**src/rtl/fetch_pkg.sv**
```systemverilog
// fetch_pkg: shared state encoding and default widths for the fetch sequencer.
package fetch_pkg;
  localparam int DEF_PC_W = 32;
  localparam int DEF_INST_W = 32;
  localparam int unsigned DEF_RESET_PC = 0;
  typedef enum logic [1:0] {
    ST_IDLE = 2'd0,
    ST_RUN  = 2'd1,
    ST_HALT = 2'd2
  } state_t;
endpackage

```
**src/rtl/fetch_ctrl_out_reg.sv**
```systemverilog
// fe_out_reg: one-entry valid/ready register; flush beats load, load beats drain.
module fe_out_reg #(
  parameter int W = 64
) (
  input  logic         clk,
  input  logic         rst,
  input  logic         load,
  input  logic         flush,
  input  logic [W-1:0] din,
  input  logic         ready,
  output logic         valid,
  output logic [W-1:0] dout
);
  always_ff @(posedge clk) begin
    if (rst) begin
      valid <= 1'b0;
      dout <= '0;
    end else if (flush) begin
      valid <= 1'b0;
    end else if (load) begin
      valid <= 1'b1;
      dout <= din;
    end else if (valid && ready) begin
      valid <= 1'b0;
    end
  end
endmodule

```
**src/rtl/fetch_ctrl.sv**
```systemverilog
// fetch_ctrl: drives the combinational fetch unit's pc and registers its output toward decode.
module fetch_ctrl
  import fetch_pkg::*;
#(
  parameter int PC_W = DEF_PC_W,
  parameter int INST_W = DEF_INST_W,
  parameter int unsigned RESET_PC = DEF_RESET_PC
) (
  input  logic              clk,
  input  logic              rst,
  input  logic              start,
  input  logic [PC_W-1:0]   prog_len,
  input  logic              redirect_valid,
  input  logic [PC_W-1:0]   redirect_pc,
  output logic [PC_W-1:0]   fe_pc,
  input  logic [INST_W-1:0] fe_inst,
  input  logic [PC_W-1:0]   fe_pc_4,
  output logic              out_valid,
  input  logic              out_ready,
  output logic [INST_W-1:0] out_inst,
  output logic [PC_W-1:0]   out_pc,
  output logic              busy,
  output logic              halted
);
  state_t st, st_d;
  logic [PC_W-1:0] pc, pc_d, len_q, len_d;
  logic run, fetch_en, squash;
  assign run = st == ST_RUN;
  assign squash = run && redirect_valid;
  assign fetch_en = run && (!out_valid || out_ready) && !redirect_valid;
  assign fe_pc = pc;
  assign busy = run;
  assign halted = st == ST_HALT;
  // Redirect wins over both the sequential fetch and the last-fetch halt.
  always_comb begin
    st_d = st;
    pc_d = pc;
    len_d = len_q;
    if (!run && start) begin
      pc_d = PC_W'(RESET_PC);
      len_d = prog_len;
      st_d = prog_len == '0 ? ST_HALT : ST_RUN;
    end else if (squash) begin
      pc_d = redirect_pc;
      st_d = redirect_pc >= len_q ? ST_HALT : ST_RUN;
    end else if (fetch_en) begin
      pc_d = fe_pc_4;
      st_d = pc == len_q - 1'b1 ? ST_HALT : ST_RUN;
    end
  end
  always_ff @(posedge clk) begin
    if (rst) begin
      st <= ST_IDLE;
      pc <= PC_W'(RESET_PC);
      len_q <= '0;
    end else begin
      st <= st_d;
      pc <= pc_d;
      len_q <= len_d;
    end
  end
  fe_out_reg #(.W(PC_W + INST_W)) u_out (
    .clk  (clk),
    .rst  (rst),
    .load (fetch_en),
    .flush(squash),
    .din  ({pc, fe_inst}),
    .ready(out_ready),
    .valid(out_valid),
    .dout ({out_pc, out_inst})
  );
endmodule

```
**config.mk**
```make
export PLATFORM = sky130hd
export DESIGN_NAME = fetch_ctrl
export DESIGN_NICKNAME = d
export VERILOG_FILES = /design/src/rtl/fetch_pkg.sv /design/src/rtl/fetch_ctrl_out_reg.sv /design/src/rtl/fetch_ctrl.sv
export SDC_FILE = /design/constraint.sdc
export NUM_CORES = 1
export LEC_CHECK = 0
export ABC_CLOCK_PERIOD_IN_PS = 2350
export BUFFER_PORTS_ARGS = -buffer_cell sky130_fd_sc_hd__buf_2
export CAP_MARGIN = 20
export CORE_MARGIN = 1.5
export CORE_UTILIZATION = 26
export DETAILED_ROUTE_END_ITERATION = 8
export GPL_TIMING_DRIVEN = 0
export PLACE_DENSITY = 0.48
export SETUP_SLACK_MARGIN = 0.5
export SLEW_MARGIN = 30
export SYNTH_ARGS = -nofsm -noshare
export SYNTH_HDL_FRONTEND = slang
export SYNTH_SLANG_ARGS = --single-unit
```
**constraint.sdc**
```tcl
create_clock -name clk -period 2.35 [get_ports clk]
set_clock_uncertainty 0.05 [all_clocks]
set_input_delay 0 -clock clk [delete_from_list [all_inputs] [get_ports clk]]
set_output_delay 0 -clock clk [all_outputs]
set_load 0.005 [all_outputs]
```
# Yosys cells after proc, flatten, opt, wreduce, memory -nomap -nowiden
# Index checks and enable logic that the tools add are counted.
# Widths: inputs -> output; s select.
# totals
elab_cells	37
output_inout_bits	99
register_bits	131
inputBits	133
# classes
n_addsub	1
n_mux	10
order_cmp	1
n_reduce_logical	16
bitwise	1
eq_ne	3
# op_table
op	count
$mux 32	2
$eq 32x32->1	1
$ge 32x32->1	1
$logic_not 32->1	1
$sub 32x1->32 const B	1
$mux 2	6
$logic_and 1x1->1	5
$reduce_bool 2->1	2
$reduce_or 2->1	2
$logic_not 1->1	3
$reduce_bool 3->1	1
$eq 2x1->1 const B	1
$eq 2x2->1 const B	1
$mux 1	2
$reduce_and 2->1	1
$logic_or 1x1->1	1
$not 1->1	1

# Logic depth before layout (Yosys ltp)
# logic_depth
depth_word	7
mapped_depth	11
depth_no_buf	10

# Modules after synthesis
# Synthesis repeated with hierarchy kept, for this count alone.
# unflattened
hier_cells	921
hier_area_um2	7691.1
# modules_own_cells
module	cells_per_inst	n_inst	seq_area_each_um2	area_each_um2
fetch_ctrl	625	1	1321.3	4608.2
fe_out_reg	296	1	1301.2	3083.0

# Worst setup path before layout
# No wires, ideal clock.
# synth_path
path_kind	reg-to-reg
start	register len_q[0]
end	register st[0]
t_arrival_ps	2299
setup_ps	117
path_buffers	0
stages_incl_launch_ff	11
slack_ps	-116
period_less_slack_ps	2466
required_ps	2183
path_cell_list	dfxtp_1 -> inv_1 -> ha_1 -> nor4b_4 -> nand2_2 -> nor2_2 -> xnor2_1 -> or4_4 -> nor4_4 -> nand3_1 -> a32o_1
# synth_via
elab_chain_cells	6
word_cells_on_any_way	8
cone_classes	1 x add/sub; 1 x order compare; 1 x eq/ne; 5 x mux
# synth_rtl
element	line_no	source
start, declared	fetch_ctrl.sv:26	logic [PC_W-1:0] pc, pc_d, len_q, len_d;
start signal, assigned	fetch_ctrl.sv:59	len_q <= len_d;
$sub 32x1->32	fetch_ctrl.sv:48	st_d = pc == len_q - 1'b1 ? ST_HALT : ST_RUN;
$eq 32x32->1	fetch_ctrl.sv:48	
$mux 2	fetch_ctrl.sv:48	
$mux 2	fetch_ctrl.sv:46	end else if (fetch_en) begin
$mux 2 (*)	fetch_ctrl.sv:43	end else if (squash) begin
$mux 2 (*)	fetch_ctrl.sv:39	if (!run && start) begin
end signal, assigned	fetch_ctrl.sv:57	st <= st_d;
end, declared	fetch_ctrl.sv:25	state_t st, st_d;
# Every way passes the cells marked *; elsewhere a longest branch is shown, timed or not. The select of a mux whose other input is x is not followed.
# A chain may end at the register's enable or synchronous reset.

# Worst setup path after layout
# Same ends and word-level chain as after synthesis.

==> impl_metrics.py <==
metrics = {
    "run_status": {
        "status": "finished, violations left",
        "violations": "DRC, setup timing",
    },
    "logic_synthesis": {
        "ys_seq_area_frac": 0.378,
        "synth_ff_type": "dfxtp_1",
        "syn-cell-area_um2": 6940,
        "synth_top_family_by_area": "simple AND/OR/NAND/NOR gates",
        "syn_nets": 1082,
        "synthSimpleGateAreaFrac": 0.277,
        "synthTopCellsByArea": "dfxtp_1 38%, nand2_1 13%, a21oi_1 7.8%",
        "synth_cell_types": 66,
        "synthXorXnorAreaFrac": 0.0487,
        "synth_edf_count": 0,
        "async_flop_share": 0,
        "ys_ff_latch": 131,
        "synth_top_area_share": 0.378,
        "syn-instance-count": 916,
        "synth_mux_area_frac": 0,
        "syn_avg_cell_area_um2": 7.57,
        "synth-compound-area-share": 0.177,
        "yosysTopAreaCell": "dfxtp_1",
        "yosys.area_share.adder": 0.0595,
        "yosysWarnings": 0,
    },
    "critical_path": {
        "critPathSlowestCell": "dfxtp_4",
        "endpoint_kind": "flop",
        "critPathTopFamily": "simple AND/OR/NAND/NOR gates",
        "worst-path-buf-inv": 2,
        "cp-startpoint": "len_q[0]",
        "crit_arrival_ps": 2820,
        "critPathMaxFanout": 4,
        "r2r-start": "len_q[0]",
        "path_cells": "inv_2, ha_4, nor4b_4, buf_4, and2_4, nand4_1, xnor2_2, o2111ai_2, nor4_4, nand3_1, a32o_1",
        "path_class": "flop to flop",
        "critPathMaxStageDelay_ps": 360,
        "crit_required_ps": 2610,
        "start_kind": "flop",
    },
    "cells_and_area": {
        "fin_util": 0.414,
        "nNetsFinal": 1480,
        "seqCellArea_um2": 2640,
        "syn_to_final_growth_pct": 55.9,
        "design_area_um2": 10800,
        "drive_gt1_frac": 0.277,
        "multiInputGateArea_um2": 4080,
        "n_fill_cell": 2752,
    },
    "drt": {
        "drt-vias-per-instance": 4.75,
        "drc": 14,
        "vias": 7917,
        "drt_iter0_markers": 472,
        "drt_wl_total_mm": 27.4,
        "wire_per_inst_um": 16.4,
        "drt_pass1_iterations": 7,
        "drtAntennaViolNets": 0,
    },
    "clocking": {
        "cts_max_path_buffers": 2,
        "cts_root_buf": "clkbuf_16",
        "cts.clk_slew.worst_paths_ps": 70,
        "cts_made_buffers": 17,
        "cts_tree": "done",
        "htreeDepth": 4,
        "clk_latency_ps": 420,
        "numClockSinks": 131,
    },
    "timing": {
        "period_minus_slack_ps": 2560,
        "slew_viol_final": 0,
        "max_slew.worst_pin.slew_ps": 645,
        "slew_headroom": 0.570,
        "finalCritPeriodShare": 1.09,
        "finalSetupTns_ps": -379,
        "rsz0062_at_grt": "yes",
        "final_hold_viol_count": 0,
        "finalWorstSetupSlack_ps": -209,
        "clock.fmax_mhz": 391,
        "setup-violations-final": 2,
    },
    "global_route": {
        "antenna_found_initial": 5,
        "grt_pass1_wl_mm": 42.4,
        "grt.overflow.total": 0,
        "grt_pass1_vias": 7768,
        "top_usage_layer": "met2",
        "met3_usage": 0.0315,
        "grt_max_degree": 17,
        "grtUsageTotal": 0.197,
        "grtUsageMet2": 0.324,
        "grt.met1_usage": 0.255,
    },
    "floorplan": {
        "rows": 59,
        "core_region_area_um2": 26100,
        "num_io_pins": 232,
        "die_w_um": 166,
        "initial_core_util": 0.265,
        "die_y_um": 166,
        "fp.dieArea_um2": 27700,
    },
    "place": {
        "placed_cell_area_um2": 8540,
        "post-dp-hpwl_mm": 20.7,
        "pre_cts_ws_ps": -427,
        "port_buffers": 229,
        "place_congestion": 0.860,
    },
    "pwr": {
        "power.density_nw_per_um2": 969,
        "power_leakage_nw": 4.62,
        "peakVddDrop_mv": 0.472,
    },
    "worst_hold_path": {
        "hold_start": "redirect_valid",
        "hold_path_class": "input pin to flop",
    },
    "job": {
        "cap_violations": 0,
    },
}
path summary, 6_finish.rpt:
path | to | slack, ps | depth (start not counted)
setup / recovery | st[0] | -210 | 11
hold / removal | fe_pc[31] | 90 | 3
setup reg to reg | st[0] | -210 | 11
hold reg to reg | u_out.dout[33] | 400 | 2
Yosys cell counts, types with 2 or more instances:
cell	n
o31ai_1	3
o22ai_1	2
a211oi_1	5
clkbuf_1	45
xnor2_1	20
o211ai_1	7
nor3_1	17
nor2_1	53
nor4_2	2
a21oi_1	108
or3_1	3
buf_6	3
inv_1	38
and3_1	6
o21bai_1	2
buf_2	3
ha_1	33
a31o_2	2
dfxtp_1	131
nand2b_1	5
a311oi_1	31
nand2_1	238
nand3_1	44
o21ai_0	20
nor4_1	13
buf_1	2
a31oi_1	4
xor2_1	16
nor4_4	2
o21a_1	2
nor2b_1	3
nand4_1	15
and2_1	2
or4_1	3
nand2_2	2
report_power, final:
part	switching, mW	total [mW]	internal [mW]
sequential	0.568	3.21	2.64
clock	1.14	2.84	1.70
combinational	2.53	4.43	1.90
cells in the final DEF, fill, tap and decap left out, types with 12 or more instances in the layout:
master	n
clkbuf_1	23
o21ai_0	18
clkbuf_16	17
buf_2	230
nand2_1	235
nor2_1	52
buf_4	22
ha_1	32
nand4_1	15
a21oi_1	108
inv_1	36
nor4_1	12
dlygate4sd3_1	131
xor2_1	16
clkbuf_2	23
nand3_1	43
xnor2_1	18
a311oi_1	30
dfxtp_1	122
cell families after synthesis:
group | Yosys count
and+or+nand+nor | 421
AOI/OAI and AO/OA | 199
DFF | 131
buffers and inverters | 95
xor gates and xnor gates | 37
adders and majority gates | 33
area by class of cell:
type                       instances  share of cell area
tap                              335              0.0388
multi-input combinational        690               0.377
timing repair buffer             379               0.240
inverter                          39              0.0138
buffer                            56              0.0277
clock buffer                      17              0.0393
antenna                            5             0.00116
clock inverter                    15              0.0177
sequential                       131               0.244
repair_timing:
item	4_1_cts	5_1_grt
hold buffers	132	1
buffers inserted	10	9
pin swaps	15	3
gates resized for setup	41	40
hold endpoints to repair	98	1
setup endpoints to repair	94	95
sequential cells by signal, indices dropped and copies added (netlist names):
signal,flops
fe_pc,32
len_q,32
u_out.valid,1
u_out.dout,64
st,2
tightest hold or removal path, delay by kind of cell:
family | cells | cell delay (ps)
compound gates | 1 | 80
buf+inv | 1 | 280
simple gates | 1 | 150
per-stage QoR:
| stage | cells | total power [mW] | hold slack, ps |
|---|---|---|---|
| 5_1_grt | 1667 | 11.2 | 113 |
| 3_5_place_dp | 1480 | 7.10 | 197 |
| 4_1_cts | 1654 | 10.4 | 62.0 |
| 6_report | 1667 | 10.5 | 90.3 |
| 3_3_place_gp | 1480 | 7.07 | 192 |
| 2_1_floorplan | 916 | 5.63 | 78.4 |
routing by layer:
| metal | share of wire | wire length, um |
|---|---|---|
| met5 | 0 | 0 |
| met4 | 0.033 | 896 |
| met3 | 0.040 | 1110 |
| met2 | 0.47 | 12800 |
| met1 | 0.46 | 12600 |
(Power assumes the default switching activity.)
